$ cat config.mk
export PLATFORM = sky130hd
export DESIGN_NAME = uart_fifo_ctl
export DESIGN_NICKNAME = d
export VERILOG_FILES = /design/src/rtl/uart_fifo_ctl.sv
export SDC_FILE = /design/constraint.sdc
export NUM_CORES = 1
export LEC_CHECK = 0
export ABC_AREA = 1
export CELL_PAD_IN_SITES_DETAIL_PLACEMENT = 1
export CELL_PAD_IN_SITES_GLOBAL_PLACEMENT = 1
export CORE_MARGIN = 2
export CORE_UTILIZATION = 30
export CTS_BUF_LIST = sky130_fd_sc_hd__clkbuf_4
export CTS_CLUSTER_SIZE = 20
export DETAILED_ROUTE_END_ITERATION = 8
export PLACE_DENSITY = 0.57
export RECOVER_POWER = 50
export SYNTH_ARGS = -nofsm -noshare
export SYNTH_HDL_FRONTEND = slang
export SYNTH_SLANG_ARGS = --single-unit
$ cat constraint.sdc
create_clock -name clk -period 4.3 [get_ports clk]
set_input_delay 0.86 -clock clk [delete_from_list [all_inputs] [get_ports clk]]
set_output_delay 0.86 -clock clk [all_outputs]
set_load 0.1 [all_outputs]
$ cat src/rtl/uart_fifo_ctl.sv
// Parametrised synchronous FIFO for the UART data paths: arbitrary depth, occupancy
// count, programmable almost thresholds, sticky overflow/underflow error flags.
module uart_fifo_ctl #(
  parameter int unsigned DEPTH      = 16,
  parameter int unsigned DATA_WIDTH = 8,
  parameter int unsigned AF_LEVEL   = DEPTH - 2,
  parameter int unsigned AE_LEVEL   = 2
) (
  input  logic                         clk,
  input  logic                         reset,
  input  logic                         enable,
  input  logic                         write_mode,
  input  logic                         read_mode,
  input  logic [DATA_WIDTH-1:0]        data_in,
  input  logic                         clear_errors,
  output logic [DATA_WIDTH-1:0]        data_out,
  output logic                         valid,
  output logic                         full,
  output logic                         empty,
  output logic                         almost_full,
  output logic                         almost_empty,
  output logic [$clog2(DEPTH+1)-1:0]   count,
  output logic                         overflow,
  output logic                         underflow
);

  localparam int unsigned PW = $clog2(DEPTH);
  localparam int unsigned CW = $clog2(DEPTH + 1);
  localparam logic [PW-1:0] LAST    = PW'(DEPTH - 1);
  localparam logic [CW-1:0] DEPTH_C = CW'(DEPTH);
  localparam logic [CW-1:0] AF_C    = CW'(AF_LEVEL);
  localparam logic [CW-1:0] AE_C    = CW'(AE_LEVEL);

  logic [DATA_WIDTH-1:0] mem [DEPTH];
  logic [PW-1:0]         rd_ptr;
  logic [PW-1:0]         wr_ptr;
  logic                  rd_ok;
  logic                  wr_ok;
  logic [CW-1:0]         count_next;

  // Accept decisions come from registered state; a read frees a slot for a write when full.
  always_comb begin
    rd_ok      = read_mode && !empty;
    wr_ok      = write_mode && (!full || rd_ok);
    count_next = count;
    if (wr_ok && !rd_ok)
      count_next = count + 1'b1;
    else if (rd_ok && !wr_ok)
      count_next = count - 1'b1;
  end

  always_ff @(posedge clk) begin
    if (!reset && enable && wr_ok)
      mem[wr_ptr] <= data_in;
  end

  always_ff @(posedge clk) begin
    if (reset) begin
      rd_ptr       <= '0;
      wr_ptr       <= '0;
      count        <= '0;
      empty        <= 1'b1;
      full         <= 1'b0;
      almost_empty <= 1'b1;
      almost_full  <= 1'b0;
      data_out     <= '0;
      valid        <= 1'b0;
      overflow     <= 1'b0;
      underflow    <= 1'b0;
    end else begin
      valid <= 1'b0;
      if (clear_errors) begin
        overflow  <= 1'b0;
        underflow <= 1'b0;
      end
      if (enable) begin
        // Placed after the clear so a same-cycle error keeps the flag set.
        if (write_mode && !wr_ok) overflow  <= 1'b1;
        if (read_mode && !rd_ok)  underflow <= 1'b1;
        if (rd_ok) begin
          data_out <= mem[rd_ptr];
          valid    <= 1'b1;
          rd_ptr   <= (rd_ptr == LAST) ? '0 : rd_ptr + 1'b1;
        end
        if (wr_ok)
          wr_ptr <= (wr_ptr == LAST) ? '0 : wr_ptr + 1'b1;
        count        <= count_next;
        empty        <= (count_next == '0);
        full         <= (count_next == DEPTH_C);
        almost_empty <= (count_next <= AE_C);
        almost_full  <= (count_next >= AF_C);
      end
    end
  end

endmodule

==> flow_summary.json, run 1 <==
{
  "finalHoldViolCount": 0,
  "max_clock_freq_mhz": 303.3,
  "core_sq_mm": 0.02169,
  "dp.cells": 893,
  "fp.dieW_microns": 152.3,
  "drt_iter0_markers": 279,
  "critPathMaxFanout": 14,
  "portBuffers": 33,
  "final_cell_mix": "130 x nor2_1, 128 x edfxtp_1, 64 x nand2_1",
  "antenna_left": 0,
  "cts_root_buf": "clkbuf_4",
  "r2r_cells": 9,
  "place_congestion": 0.8077,
  "hold_class": "reg2reg",
  "synth.ff_latch_count": 156,
  "cts.sinks": 156,
  "crit_arrival_ns": 3.49,
  "die-height_microns": 152.3,
  "avgViaCountPerCell": 4.847,
  "drive_above_1_share": 0.1023,
  "grt_usage": 0.1534,
  "synth_top_area_frac": 0.5826,
  "crit_type": "in2reg",
  "route.detailed.drc": 0,
  "num-fill-cells": 2383,
  "dpl.hpwl_microns": 11700,
  "netlist_top_cells_area": "edfxtp_1 58%, dfxtp_1 8.5%, nor2_1 7.3%",
  "cp.required_ns": 4.49,
  "num_vias": 4493,
  "timing.rr.end": "mem[1][3]$_DFFE_PP_",
  "dr.pass1.iters": 5,
  "cts_setup_buffers": 0,
  "holdPathStages": 2,
  "syn_area_sq_mm": 0.006598,
  "tns_ns": 0,
  "max_slew_margin": 0.3040,
  "synth-seq-area-share": 0.6676,
  "cpMostUsedCell": "nor2_1",
  "run_status": "completed",
  "path_clk_slew_ns": 0.13,
  "nNetsFinal": 653,
  "endpoint_kind": "flip-flop",
  "fin_util": 0.3465,
  "wirelength_microns": 17270,
  "syn_inst": 605,
  "hp-start": "overflow$_SDFF_PP0_",
  "powerDensity_mw_per_mm2": 417.7,
  "hold_end": "overflow$_SDFF_PP0_",
  "yosys_warnings": 0,
  "antenna_found_initial": 2,
  "cp_slowest_cell": "nor2_1",
  "power_uw": 3139,
  "rows": 54,
  "slew_viol_final": 0,
  "initial_core_util": 0.3042,
  "setup_viol": 0,
  "ir_drop_uv": 191.0,
  "critPathMaxStageDelay_ns": 0.59,
  "die_area_sq_mm": 0.02319,
  "clk_path_buf_depth": 2,
  "fin_crit_ns": 3.297,
  "cts_resized": 0,
  "timing.final.crit_share": 0.7667,
  "rsz0062_at_grt": "no",
  "r2r-start": "empty$_SDFFE_PP1P_",
  "cts_tree": "done",
  "fin_cells": 927,
  "grt_max_degree": 67,
  "worstMarginPinSlew_ns": 1.044,
  "ff2ff_setup_slack_ns": 1.73,
  "grt_pass1_wl_microns": 26750,
  "clk_latency_ns": 0.55,
  "synth_cell_type_count": 31,
  "maxCapViolCount": 0,
  "hold_buffers": 0,
  "grt_pass1_vias": 4732,
  "final_common_cell": "nor2_1",
  "syn_to_final_growth_pct": 13.90,
  "wl_per_cell_microns": 18.62,
  "synth.net_count": 626,
  "cellLeakagePower_uw": 0.002517,
  "pin_count": 34,
  "gr-total-overflow": 0,
  "cts_buffers": 17,
  "htreeDepth": 4,
  "skew_ns": 0.01666,
  "worstSetupStartpointType": "primary input",
  "yosysTopAreaCell": "edfxtp_1",
  "avgSynthCellArea_sq_um": 10.91,
  "path_cells": "dlygate4sd3_1 > clkbuf_1 > nand2_1 > nor2_1 > inv_1 > nor2_1 > nand2_1 > nor2_1"
}
## Yosys cell counts
cell type  count
buf_1          1
nor2_2        20
buf_8          1
o21ai_2        2
buf_4          4
edfxtp_1     128
o211ai_1      34
a21boi_1       1
nand4_1        2
a31oi_1        1
clkinv_1       1
inv_1         23
nor2_4         1
buf_2         10
buf_6          3
nand3b_2       1
o21ai_0       50
nand2_1       63
inv_2          8
nand3_1       38
clkbuf_1      13
o21ai_1       18
xor2_1         1
nor2_1       128
a22oi_1        1
o21a_1         1
dfxtp_1       28
ha_1           7
a21oi_1       13
xnor2_1        1
nand2_2        2
## power by group
part | internal, uW | switching, uW
logic | 93.7 | 265
clock network | 587 | 521
registers | 1650 | 22.5
total | 2330 | 808
## registers in the layout (all words and copies together), names as in the netlist
| signal | count |
|---|---|
| full | 1 |
| data_out | 8 |
| wr_ptr | 4 |
| count | 5 |
| almost_empty | 1 |
| underflow | 1 |
| overflow | 1 |
| empty | 1 |
| almost_full | 1 |
| rd_ptr | 4 |
| valid | 1 |
| mem | 128 |
## through the flow
stage / setup WS [ns] / hold slack (ns) / instance area [sq um]
after floorplan: 2.000 / 0.4853 / 6598
after global placement: 1.015 / 0.4604 / 7152
after detailed placement: 0.8868 / 0.4753 / 7152
after CTS: 1.087 / 0.4952 / 7530
after global routing: 0.8174 / 0.5221 / 7515
final: 1.003 / 0.4877 / 7515
## worst max path at each step
| stage | from | endpoint | slack (ns) |
|---|---|---|---|
| 3_5_place_dp | read_mode | mem[1][3]$_DFFE_PP_ | 0.89 |
| 6_report | enable | mem[1][3]$_DFFE_PP_ | 1.00 |
| 4_1_cts | count[2]$_SDFFE_PP0P_ | count[2] | 1.09 |
| 2_1_floorplan | read_mode | mem[0][0]$_DFFE_PP_ | 2.00 |
| 3_3_place_gp | read_mode | mem[1][1]$_DFFE_PP_ | 1.02 |
| 5_1_grt | enable | mem[4][0]$_DFFE_PP_ | 0.82 |
## final cells by class
| cell class | instances | area [sq um] | area share |
|---|---|---|---|
| flip-flops and latches | 156 | 4407 | 0.5864 |
| multi-input cells | 385 | 1879 | 0.2501 |
| repair buffers | 40 | 375.4 | 0.04995 |
| well taps | 280 | 350.3 | 0.04662 |
| clock inverters | 14 | 242.7 | 0.03230 |
| clock buffers | 18 | 135.1 | 0.01798 |
| inverters | 32 | 120.1 | 0.01598 |
| diodes | 2 | 5.005 | 0.0006660 |
## layer usage
layer / track usage / share of wire
met5: 0 / 0
met4: 0.05785 / 0.023
met3: 0.03043 / 0.030
met2: 0.2598 / 0.49
met1: 0.1947 / 0.45
## logic make-up (layout without fill, tap and decap cells)
| group | Yosys count | after routing | synth area share |
|---|---|---|---|
| AO/OA/AOI/OAI | 121 | 121 | 0.1072 |
| other | 0 | 2 | 0 |
| XOR/XNOR | 2 | 2 | 0.002656 |
| flip-flops | 156 | 156 | 0.6676 |
| adder cells (fa/ha/maj) | 7 | 7 | 0.01327 |
| buffers and inverters | 64 | 104 | 0.04570 |
| AND/OR/NAND/NOR | 255 | 255 | 0.1637 |
## worst max-delay path, delay by kind of cell
kind                   cells  cell delay, ns
AND/OR/NAND/NOR            5            1.50
buffers and inverters      3            1.13
Power figures use the tool's default switching activity.
==> inputs of run 2 (changes only) <==
PLACE_DENSITY = 0.59   (was 0.57)
clock period = 2.8 ns   (was 4.3 ns; I/O delays follow)
==> run 2 against run 1 <==
Compared with the run above:
- critical path depth decreased by 7
- setup slack got worse by 0.56 ns
- clock power increased by 25%
- count of clock-buffer cells in the layout increased by 3
- global-route usage increased by 0.26 points
- sequential power increased by 53%
- clock skew increased by 0.010 ns
- final area increased by 0.42%
- non-clock buffer count increased by 27
==> flow_summary.json, run 2 (same netlist as run 1, synthesis figures left out) <==
{
  "run_status": "completed",
  "crit_buf_inv": 1,
  "initial_core_util": 0.3042,
  "die_area_sq_mm": 0.02319,
  "cts.sinks": 156,
  "crit_arrival_ns": 1.80,
  "clk_path_buf_depth": 2,
  "avgViaCountPerCell": 4.839,
  "path_cells": "clkbuf_1",
  "antenna_found_initial": 1,
  "clk_latency_ns": 0.56,
  "final_common_cell": "nor2_1",
  "powerDensity_mw_per_mm2": 597.9,
  "syn_to_final_growth_pct": 14.38,
  "nNetsFinal": 680,
  "grt_max_degree": 68,
  "crit_family": "buffers and inverters",
  "portBuffers": 33,
  "path_clk_slew_ns": 0.12,
  "maxCapViolCount": 0,
  "grt_pass1_wl_microns": 27540,
  "place_congestion": 0.8570,
  "dp.cells": 920,
  "wl_per_cell_microns": 18.58,
  "grt_pass1_vias": 4827,
  "grt.busiest_layer": "met2",
  "hp-start": "overflow$_SDFF_PP0_",
  "hold_class": "reg2reg",
  "cts_setup_buffers": 0,
  "fin_util": 0.3479,
  "globalRouteMet3Util": 0.02474,
  "wirelength_microns": 17700,
  "tns_ns": 0,
  "cellLeakagePower_uw": 0.002623,
  "critPathMaxFanout": 2,
  "fp.dieW_microns": 152.3,
  "grt_usage": 0.1561,
  "worstSetupStartpointType": "flip-flop",
  "fin_cells": 953,
  "cp.required_ns": 2.24,
  "endpoint_kind": "primary output",
  "timing.final.crit_share": 0.8433,
  "finalHoldViolCount": 0,
  "cts_buffers": 17,
  "timing.rr.end": "mem[8][0]$_DFFE_PP_",
  "endpoint": "almost_empty",
  "use_met2": 0.2598,
  "rows": 54,
  "htreeDepth": 4,
  "fin_crit_ns": 2.361,
  "rsz0062_at_grt": "no",
  "pin_count": 34,
  "skew_ns": 0.02690,
  "drt_iter0_markers": 347,
  "r2r_cells": 10,
  "gr-total-overflow": 0,
  "startpoint": "almost_empty$_SDFFE_PP1P_",
  "die-height_microns": 152.3,
  "critPathMaxStageDelay_ns": 0.89,
  "cts_resized": 0,
  "top_regs": "mem: 128 flops, data_out: 8 flops, count: 5 flops",
  "cts_tree": "done",
  "core_sq_mm": 0.02169,
  "worstMarginPinSlew_ns": 1.196,
  "top_register": "mem",
  "max_clock_freq_mhz": 423.5,
  "r2r-start": "empty$_SDFFE_PP1P_",
  "drive_above_1_share": 0.1488,
  "num_vias": 4612,
  "cts_root_buf": "clkbuf_4",
  "setup_viol": 0,
  "dr.pass1.iters": 4,
  "grt_util_met1": 0.2021,
  "antenna_left": 0,
  "dpl.hpwl_microns": 11870,
  "largest_reg_flops": 128,
  "route.detailed.drc": 0,
  "hold_buffers": 0,
  "slew_viol_final": 0,
  "max_slew_margin": 0.2064,
  "final_cell_mix": "130 x nor2_1, 128 x edfxtp_1, 65 x nand2_1",
  "whs_ns": 0.4737,
  "ir_drop_uv": 245.4,
  "crit_type": "reg2out",
  "cp_slowest_cell": "clkbuf_1",
  "cp.depth": 1,
  "ff2ff_setup_slack_ns": 0.74
}
run 2: routing by layer:
layer  share of wire  up-vias
met4           0.025        0
met1            0.45     2292
met2            0.49       81
met3           0.038       24
met5               0        -
li1                -     2215
run 2: layout make-up:
class | instances | area [sq um]
Antenna cell | 1 | 2.502
Clock buffer | 21 | 157.7
Clock inverter | 11 | 126.4
Fill cell | 2400 | 14140
Inverter | 32 | 120.1
Multi-Input combinational cell | 385 | 1882
Sequential cell | 156 | 4407
Tap cell | 280 | 350.3
Timing Repair Buffer | 67 | 500.5
run 2: metrics by stage:
| stage | setup WS (ns) | instance area [sq um] | power [uW] |
|---|---|---|---|
| after global placement | 0.2255 | 7330 | 3184 |
| final | 0.4388 | 7546 | 4512 |
| after floorplan | 0.5208 | 6598 | 3001 |
| after global routing | 0.3745 | 7546 | 4690 |
| after CTS | 0.7144 | 7614 | 4588 |
| after detailed placement | 0.1691 | 7330 | 3197 |
run 2: worst min path at each step:
stage / to / slack (ns) / cells past startpoint
global route: underflow$_SDFF_PP0_ / 0.51 / 2
global placement: underflow$_SDFF_PP0_ / 0.46 / 2
floorplan: wr_ptr[0]$_SDFFE_PP0P_ / 0.49 / 2
CTS: overflow$_SDFF_PP0_ / 0.48 / 2
finish: overflow$_SDFF_PP0_ / 0.47 / 2
detailed placement: overflow$_SDFF_PP0_ / 0.46 / 2
run 2: where the power goes:
group / internal [uW] / switching [uW]
logic: 146 / 421
registers: 2530 / 23.4
clock network: 645 / 745
total: 3320 / 1190
==> inputs of run 3 (changes only) <==
clock period = 2.1 ns   (was 2.8 ns; I/O delays follow)
==> run 3 against run 2 <==
Compared with the run above:
- global-route usage up 0.28 points
- largest cell class unchanged
- combinational power rose by 37%
- clock power rose by 46%
- highest routed layer unchanged
- wire length up 1.3%
- register-to-register slack lost 0.50 ns
- critical path type is now reg2reg
- first-iteration DRC count fell by 18%
==> flow_summary.json, run 3 (same netlist as run 1, synthesis figures left out) <==
{
  "num-fill-cells": 2385,
  "met2_length_microns": 8740,
  "cts_resized": 0,
  "gr-total-overflow": 0,
  "top_regs": "mem: 128 flops, data_out: 8 flops, count: 5 flops",
  "maxCapViolCount": 0,
  "pin_count": 34,
  "rsz0062_at_grt": "no",
  "fp.dieW_microns": 152.3,
  "hold_end": "overflow$_SDFF_PP0_",
  "die-height_microns": 152.3,
  "whs_ns": 0.4806,
  "timing.rr.end": "mem[7][5]$_DFFE_PP_",
  "grt_pass1_vias": 4860,
  "holdPathStages": 2,
  "ff2ff_setup_slack_ns": 0.24,
  "wl_met3_microns": 824,
  "fin_util": 0.3549,
  "critPathMaxFanout": 7,
  "nNetsFinal": 690,
  "grt_pass1_wl_microns": 27860,
  "run_status": "completed",
  "drive_above_1_share": 0.1760,
  "dpl.hpwl_microns": 12260,
  "clk_path_buf_depth": 2,
  "r2r-start": "empty$_SDFFE_PP1P_",
  "timing.final.crit_share": 0.8837,
  "hp-start": "overflow$_SDFF_PP0_",
  "dr.pass1.iters": 4,
  "cts.sinks": 156,
  "skew_ns": 0.02066,
  "final_cell_mix": "129 x nor2_1, 128 x edfxtp_1, 64 x nand2_1",
  "crit_type": "reg2reg",
  "portBuffers": 33,
  "cellLeakagePower_uw": 0.002704,
  "drt_iter0_markers": 286,
  "cp.required_ns": 2.39,
  "tns_ns": 0,
  "largest_reg_flops": 128,
  "initial_core_util": 0.3042,
  "core_sq_mm": 0.02169,
  "max_clock_freq_mhz": 538.9,
  "multi_input_area_sq_mm": 0.001887,
  "htreeDepth": 4,
  "layout_setup_ws_ns": 0.2442,
  "regArea_sq_mm": 0.004409,
  "antenna_found_initial": 1,
  "cts_setup_buffers": 0,
  "crit_arrival_ns": 2.14,
  "grt_max_degree": 66,
  "die_area_sq_mm": 0.02319,
  "cts_tree": "done",
  "cts_root_buf": "clkbuf_4",
  "top_register": "mem",
  "r2r_cells": 9,
  "antenna_left": 0,
  "grt_usage": 0.1589,
  "wirelength_microns": 17930,
  "worstSetupStartpointType": "flip-flop",
  "avgViaCountPerCell": 4.848,
  "slew_viol_final": 0,
  "worstMarginPinSlew_ns": 1.124,
  "wl_per_cell_microns": 18.62,
  "dp.cells": 930,
  "cts_buffers": 17,
  "final_common_cell": "nor2_1",
  "syn_to_final_growth_pct": 16.67,
  "setup_viol": 0,
  "rows": 54,
  "ir_drop_uv": 328.2,
  "path_clk_slew_ns": 0.12,
  "num_vias": 4669,
  "fin_cells": 963,
  "clk_latency_ns": 0.57,
  "route.detailed.drc": 0,
  "hold_buffers": 0,
  "hold_class": "reg2reg",
  "fin_crit_ns": 1.856,
  "maxUsedRoutingLayer": "met4",
  "max_slew_margin": 0.2505,
  "finalHoldViolCount": 0,
  "endpoint_kind": "flip-flop",
  "wl_met1_microns": 8066,
  "dp_slack_ns": -0.2736,
  "place_congestion": 0.7542,
  "powerDensity_mw_per_mm2": 807.2
}
-- run 3: layout make-up --
type / instances / area share
inverters: 32 / 0.01560
multi-input cells: 385 / 0.2451
diodes: 1 / 0.0003251
repair buffers: 77 / 0.07900
well taps: 280 / 0.04551
clock buffers: 23 / 0.02243
clock inverters: 9 / 0.01918
flip-flops and latches: 156 / 0.5728
-- run 3: worst max-delay path: stages (launching register included) --
cell and delay (ns):
dfxtp_1 0.37, inv_2 0.08, nand2_2 0.05, nand2_1 0.08, inv_2 0.04, nor2_2 0.15, clkbuf_1 0.19, nand3_1 0.23
nor2_1 0.20, buf_4 0.19
-- run 3: worst max-delay path by stage --
stage          slack [ns]                    to                   from
4_1_cts              0.24  mem[13][2]$_DFFE_PP_     empty$_SDFFE_PP1P_
3_5_place_dp        -0.27  mem[13][6]$_DFFE_PP_              read_mode
3_3_place_gp        -0.25   mem[5][7]$_DFFE_PP_              read_mode
2_1_floorplan        0.05     full$_SDFFE_PP0P_  count[2]$_SDFFE_PP0P_
6_report             0.24   mem[7][5]$_DFFE_PP_     empty$_SDFFE_PP1P_
5_1_grt              0.06   mem[7][1]$_DFFE_PP_     empty$_SDFFE_PP1P_
-- run 3: metrics by stage --
stage / power [uW] / area, sq um
floorplan: 4003 / 6603
global placement: 4270 / 7435
detailed placement: 4286 / 7435
CTS: 6291 / 7755
global route: 6481 / 7697
finish: 6213 / 7697
-- run 3: routing by layer --
| metal | GRT usage | vias up |
|---|---|---|
| met1 | 0.1997 | 2328 |
| met2 | 0.2681 | 83 |
| li1 | - | 2235 |
| met5 | 0 | - |
| met4 | 0.05073 | 0 |
| met3 | 0.04152 | 23 |
-- run 3: where the power goes --
group          internal [uW]  switching [uW]  total, uW
Clock                   1010            1010       2030
Combinational            214             560        774
Sequential              3380            35.5       3410
